## config.mk

```make
export PLATFORM = sky130hd
export DESIGN_NAME = exu_bru_pred
export DESIGN_NICKNAME = d
export VERILOG_FILES = /design/src/rtl/exu_bru_pred.sv
export SDC_FILE = /design/constraint.sdc
export NUM_CORES = 1
export LEC_CHECK = 0
export ABC_AREA = 0
export CORE_MARGIN = 4
export CORE_UTILIZATION = 39
export DETAILED_ROUTE_END_ITERATION = 8
export PLACE_DENSITY = 0.85
export REMOVE_ABC_BUFFERS = 1
export SLEW_MARGIN = 10
export SYNTH_ARGS = -nofsm -noshare
export SYNTH_HDL_FRONTEND = slang
export SYNTH_SLANG_ARGS = --single-unit
```

## constraint.sdc

```tcl
create_clock -name clk -period 2.4 [get_ports clk]
set_clock_uncertainty 0.05 [all_clocks]
set_input_delay 0.6 -clock clk [delete_from_list [all_inputs] [get_ports clk]]
set_output_delay 0.6 -clock clk [all_outputs]
set_load 0.01 [all_outputs]
```

## src/rtl/exu_bru_pred.sv

```systemverilog
// Execute-stage branch resolution unit: resolves branches/jumps/fences, issues registered redirects,
// squashes wrong-path requests, counts branches/mispredicts. Optional BHT built when BRU_BHT_EN is defined.
module exu_bru_pred #(
    parameter int ADDR_WIDTH   = 32,
    parameter int DATA_WIDTH   = 32,
    parameter int BHT_DEPTH    = 16,
    parameter int FLUSH_CYCLES = 2,
    parameter int CNT_WIDTH    = 32
) (
    input  logic                  clk,
    input  logic                  rst_n,
    input  logic                  req_valid_i,
    output logic                  req_ready_o,
    input  logic [31:0]           inst_i,
    input  logic [ADDR_WIDTH-1:0] inst_addr_i,
    input  logic [DATA_WIDTH-1:0] op1_i,
    input  logic [DATA_WIDTH-1:0] op2_i,
    input  logic [ADDR_WIDTH-1:0] op1_jump_i,
    input  logic [ADDR_WIDTH-1:0] op2_jump_i,
    input  logic                  pred_taken_i,
    input  logic [ADDR_WIDTH-1:0] pred_addr_i,
    input  logic                  int_assert_i,
    input  logic [ADDR_WIDTH-1:0] int_addr_i,
    output logic                  jump_flag_o,
    output logic [ADDR_WIDTH-1:0] jump_addr_o,
    input  logic [ADDR_WIDTH-1:0] lookup_pc_i,
    output logic                  lookup_taken_o,
    output logic [CNT_WIDTH-1:0]  br_cnt_o,
    output logic [CNT_WIDTH-1:0]  mispred_cnt_o
);

    localparam logic [6:0] OP_BRANCH = 7'b1100011;
    localparam logic [6:0] OP_JAL    = 7'b1101111;
    localparam logic [6:0] OP_JALR   = 7'b1100111;
    localparam logic [6:0] OP_FENCE  = 7'b0001111;
    localparam int FW = $clog2(FLUSH_CYCLES + 1);
    localparam int IW = $clog2(BHT_DEPTH);

    typedef enum logic {RUN, FLUSH} state_t;

    state_t                state_q, state_d;
    logic [FW-1:0]         flush_cnt_q, flush_cnt_d;
    logic                  redirect_d;
    logic [ADDR_WIDTH-1:0] redirect_addr_d;
    logic                  br_resolved;
    logic                  mispred;
    logic                  actual_taken;
    logic                  funct3_valid;
    logic [ADDR_WIDTH-1:0] target;
    logic [CNT_WIDTH-1:0]  br_cnt_q, mispred_cnt_q;
    logic                  unused_inst;

    assign req_ready_o   = 1'b1;
    assign target        = op1_jump_i + op2_jump_i;
    assign br_cnt_o      = br_cnt_q;
    assign mispred_cnt_o = mispred_cnt_q;
    assign unused_inst   = ^{inst_i[31:15], inst_i[11:7]};

    // NOTE: every always_comb output gets a default first so no path leaves it unassigned (no latches).
    always_comb begin
        actual_taken = 1'b0;
        funct3_valid = 1'b1;
        case (inst_i[14:12])
            3'b000:  actual_taken = (op1_i == op2_i);
            3'b001:  actual_taken = (op1_i != op2_i);
            3'b100:  actual_taken = ($signed(op1_i) <  $signed(op2_i));
            3'b101:  actual_taken = ($signed(op1_i) >= $signed(op2_i));
            3'b110:  actual_taken = (op1_i <  op2_i);
            3'b111:  actual_taken = (op1_i >= op2_i);
            default: funct3_valid = 1'b0;
        endcase
    end

    always_comb begin
        state_d         = state_q;
        flush_cnt_d     = flush_cnt_q;
        redirect_d      = 1'b0;
        redirect_addr_d = '0;
        br_resolved     = 1'b0;
        mispred         = 1'b0;
        if (int_assert_i) begin
            redirect_d      = 1'b1;
            redirect_addr_d = int_addr_i;
        end else if (state_q == FLUSH) begin
            if (flush_cnt_q == FW'(1)) begin
                state_d     = RUN;
                flush_cnt_d = '0;
            end else begin
                flush_cnt_d = flush_cnt_q - FW'(1);
            end
        end else if (req_valid_i) begin
            case (inst_i[6:0])
                OP_BRANCH: if (funct3_valid) begin
                    br_resolved = 1'b1;
                    mispred = (actual_taken != pred_taken_i) ||
                              (actual_taken && target != pred_addr_i);
                    redirect_d      = mispred;
                    redirect_addr_d = !mispred ? '0 :
                                      actual_taken ? target : inst_addr_i + ADDR_WIDTH'(4);
                end
                OP_JAL, OP_JALR: begin
                    mispred         = !pred_taken_i || (target != pred_addr_i);
                    redirect_d      = mispred;
                    redirect_addr_d = mispred ? target : '0;
                end
                OP_FENCE: begin
                    redirect_d      = 1'b1;
                    redirect_addr_d = target;
                end
                default: ;
            endcase
        end
        // Any redirect (including an interrupt during FLUSH) restarts the squash window.
        if (redirect_d) begin
            state_d     = FLUSH;
            flush_cnt_d = FW'(FLUSH_CYCLES);
        end
    end

    // NOTE: sequential state uses non-blocking assignments so all registers update from pre-edge values.
    always_ff @(posedge clk or negedge rst_n) begin
        if (!rst_n) begin
            state_q       <= RUN;
            flush_cnt_q   <= '0;
            jump_flag_o   <= 1'b0;
            jump_addr_o   <= '0;
            br_cnt_q      <= '0;
            mispred_cnt_q <= '0;
        end else begin
            state_q     <= state_d;
            flush_cnt_q <= flush_cnt_d;
            jump_flag_o <= redirect_d;
            jump_addr_o <= redirect_addr_d;
            if (br_resolved)
                br_cnt_q <= br_cnt_q + CNT_WIDTH'(1);
            if (mispred)
                mispred_cnt_q <= mispred_cnt_q + CNT_WIDTH'(1);
        end
    end

`ifdef BRU_BHT_EN
    logic [1:0]    bht_q [BHT_DEPTH];
    logic [IW-1:0] upd_idx;
    logic [IW-1:0] lookup_idx;

    assign upd_idx        = IW'(inst_addr_i >> 2);
    assign lookup_idx     = IW'(lookup_pc_i >> 2);
    assign lookup_taken_o = bht_q[lookup_idx][1];

    // NOTE: the BHT is a register array (not RAM), so it can and must take the weakly-not-taken reset value.
    always_ff @(posedge clk or negedge rst_n) begin
        if (!rst_n) begin
            for (int i = 0; i < BHT_DEPTH; i++)
                bht_q[i] <= 2'b01;
        end else if (br_resolved) begin
            if (actual_taken && bht_q[upd_idx] != 2'b11)
                bht_q[upd_idx] <= bht_q[upd_idx] + 2'b01;
            else if (!actual_taken && bht_q[upd_idx] != 2'b00)
                bht_q[upd_idx] <= bht_q[upd_idx] - 2'b01;
        end
    end
`else
    logic unused_lookup;
    assign unused_lookup  = ^lookup_pc_i;
    assign lookup_taken_o = 1'b0;
`endif

endmodule
```

==> results of run 1 <==
routing by layer:
layer	GRT usage	vias up
met1	0.336	5234
met5	0	-
met3	0.0463	152
met4	0.131	2
met2	0.513	588
li1	-	4976
worst paths after layout:
check	from	end	slack, ns	cells past startpoint
setup / recovery	op1_jump_i[11]	mispred_cnt_o[24]	-1.67	16
hold / removal	rst_n	br_cnt_o[30]	0.13	1
setup reg to reg	mispred_cnt_o[4]	mispred_cnt_o[23]	-0.13	7
hold reg to reg	mispred_cnt_o[31]	mispred_cnt_o[31]	0.43	1
max in group asynchronous	rst_n	jump_addr_o[23]	1.52	2
min in group clk	mispred_cnt_o[31]	mispred_cnt_o[31]	0.43	1
layout make-up:
type	count	area share
clock inverters	7	0.00504
multi-input cells	826	0.432
diodes	5	0.000775
clock buffers	9	0.0140
inverters	51	0.0119
well taps	285	0.0221
flip-flops and latches	100	0.155
repair buffers	635	0.359
sequential cells by signal, indices dropped and copies added, names as in the netlist:
| name | cells |
|---|---|
| br_cnt_o | 32 |
| flush_cnt_q | 2 |
| jump_flag_o | 1 |
| jump_addr_o | 32 |
| mispred_cnt_o | 32 |
| state_q | 1 |
power breakdown:
| part | total [mW] | internal [mW] | switching, mW |
|---|---|---|---|
| logic | 2.76 | 1.49 | 1.26 |
| registers | 1.76 | 1.73 | 0.0295 |
| clock network | 1.51 | 0.754 | 0.752 |
through the flow:
| stage | setup TNS [ns] | cells |
|---|---|---|
| 2_1_floorplan | -113.18 | 977 |
| 3_3_place_gp | -167.52 | 1857 |
| 3_5_place_dp | -182.43 | 1857 |
| 4_1_cts | -105.11 | 1908 |
| 5_1_grt | -115.44 | 1916 |
| 6_report | -107.01 | 1918 |
cells by family after synthesis:
kind of cell	count (synthesis)	share of synthesized area
muxes	6	0.00759
and+or+nand+nor	368	0.221
other	2	0.000844
adders and majority gates	68	0.0965
xor gates and xnor gates	146	0.156
buffers and inverters	93	0.0464
DFF	100	0.281
AOI/OAI and AO/OA	236	0.190
layout by cell type (no fill, tap or decap), types with 10 or more instances in the layout:
master           Yosys  final
dfrtp_1            100    100
a21o_1              17     17
nand4_1             36     36
ha_1                67     46
a21oi_2              2     10
o21ai_0             28     17
clkbuf_16            0     10
buf_4                3    271
clkdlybuf4s50_1      0    287
a22oi_1             31     31
dlygate4sd2_1        0     24
o21a_1              11     11
nor2_1              53     46
nor3_1              26     21
buf_6                5     21
and3_1              24     21
a21oi_1             44     34
nand2_1             88     83
ha_4                 0     20
xnor2_1             72     66
xor2_1              66     66
inv_1               51     50
o21ai_2              1     28
nand3_1             58     49
what timing repair did:
item | in CTS | in global routing
hold endpoints to repair | 0 | 0
gates cloned | 2 | 1
setup buffers | 34 | 7
resized for setup | 204 | 80
pin swaps | 80 | 65
hold buffers | 0 | 0
setup endpoints to repair | 92 | 75
==> impl_metrics.py, run 1 <==
metrics = {
    "clocking": {
        "clk_latency_ns": 0.35,
        "clock_sinks": 100,
        "cts_root_buf": "clkbuf_16",
        "htree_num_levels": 3,
        "cts_buffers": 9,
        "clk_pin_slew_ns": 0.08,
        "cts_tree": "done",
        "clockBufferDepth": 2,
    },
    "timing": {
        "whs_ns": 0.134,
        "fmax_mhz": 246,
        "final_hold_viol_count": 0,
        "worst_slew_pin_slew_ns": 0.575,
        "period_share": 1.70,
        "rsz0062_at_grt": "yes",
        "min_period_ns": 4.07,
        "setup_viol": 68,
        "slew_viol_final": 0,
        "relSlewSlack": 0.613,
        "setup_ws_ns": -1.67,
    },
    "synthesis": {
        "ys_types": 95,
        "synthCells": 1019,
        "syn_area_um2": 8900,
        "yosysTopAreaCellShare": 0.281,
        "ys_async_sr_fraction": 1.00,
        "ys_warn_count": 0,
        "synthFlopType": "dfrtp_1",
        "ys_top_cells_by_count": "dfrtp_1 (100), nand2_1 (88), xnor2_1 (72)",
        "synth_most_common_cell": "dfrtp_1",
        "ys_seq_area_frac": 0.281,
        "syn_area_per_cell_um2": 8.73,
        "yosys.area.top_type": "dfrtp_1",
        "synth.area.top_cells": "dfrtp_1 (28%), ha_1 (9.4%), xnor2_1 (7.1%)",
        "synth_seq_cells": 100,
        "synth-edff-count": 0,
    },
    "die": {
        "core_um2": 22600,
        "die_area_um2": 25300,
        "pin_count": 392,
        "die-width_um": 159,
        "placementRows": 55,
        "start_util": 0.394,
        "die_y_um": 159,
    },
    "drt": {
        "dr.pass1.iters": 5,
        "top_layer_used": "met5",
        "wl_um": 39700,
        "wl_per_cell_um": 20.7,
        "drc": 0,
        "drt_iter0_markers": 893,
        "wl_met2_um": 19900,
        "drt-met1-wl_um": 14800,
        "drtAntennaViolNets": 0,
        "routed-wl-met3_um": 2730,
        "vias": 11000,
        "vias_per_cell": 5.71,
    },
    "status": {
        "violations": "setup timing",
        "status": "complete, but fails checks",
    },
    "placed_design": {
        "port_buffers": 335,
        "dp_slack_ns": -2.55,
        "hpwl_um": 30100,
        "gp_congestion": 1.05,
        "place_area_um2": 14400,
    },
    "layout": {
        "regArea_um2": 2500,
        "drive_gt1_frac": 0.303,
        "fillCellCount": 1613,
        "utilization": 0.715,
        "nets": 1984,
        "stdcell_area_um2": 16100,
        "multi_input_area_um2": 6980,
        "area_delta_synth_final_pct": 81.4,
    },
    "critical_path": {
        "cp_cell_sequence": "clkdlybuf4s50_1 -> ha_4 -> nand4_1 -> a2111oi_2 -> buf_4 -> buf_4 -> o311ai_2 -> nor4b_4 -> xnor3_1 -> a2111oi_2 -> buf_4 -> nand4_4 -> o211ai_4 -> buf_8 -> nor3b_1 -> xor2_1",
        "path_class": "in2reg",
        "crit_arrival_ns": 4.22,
        "critical_path.max_fanout": 15,
        "cp.required_ns": 2.55,
        "slowest_delay_ns": 0.51,
        "slowest_stage": "clkdlybuf4s50_1",
        "cp-start-kind": "primary input",
        "crit_path_frequent_cell": "buf_4",
        "critPathCaptureType": "flip-flop",
        "path_buf_inv": 5,
        "cp_top_family": "buffers and inverters",
    },
    "grt": {
        "track_usage": 0.286,
        "grt_overflow": 0,
        "grt_pass1_vias": 11300,
        "antenna_found_initial": 5,
        "grt_pass1_wl_um": 59500,
        "grt_max_degree": 49,
    },
    "power_and_ir_drop": {
        "leakagePower_nw": 7.44,
        "power_mw": 6.03,
        "p_per_area_nw_per_um2": 373,
        "vdd_drop_max_mv": 0.327,
    },
    "hold_path": {
        "worstHoldPathType": "in2async",
    },
    "flow_run": {
        "cap_viol_max_count": 0,
    },
}
(Power assumes the default switching activity.)
==> run 2, diff against run 1 <==
--- a/config.mk
+++ b/config.mk
@@ -8,6 +8,7 @@
 export ABC_AREA = 0
 export CORE_MARGIN = 4
 export CORE_UTILIZATION = 39
+export CTS_CLUSTER_SIZE = 12
 export DETAILED_ROUTE_END_ITERATION = 8
 export PLACE_DENSITY = 0.85
 export REMOVE_ABC_BUFFERS = 1
==> results of run 2 <==
No change in the layout: final DEF, timing and power equal those of run 1.
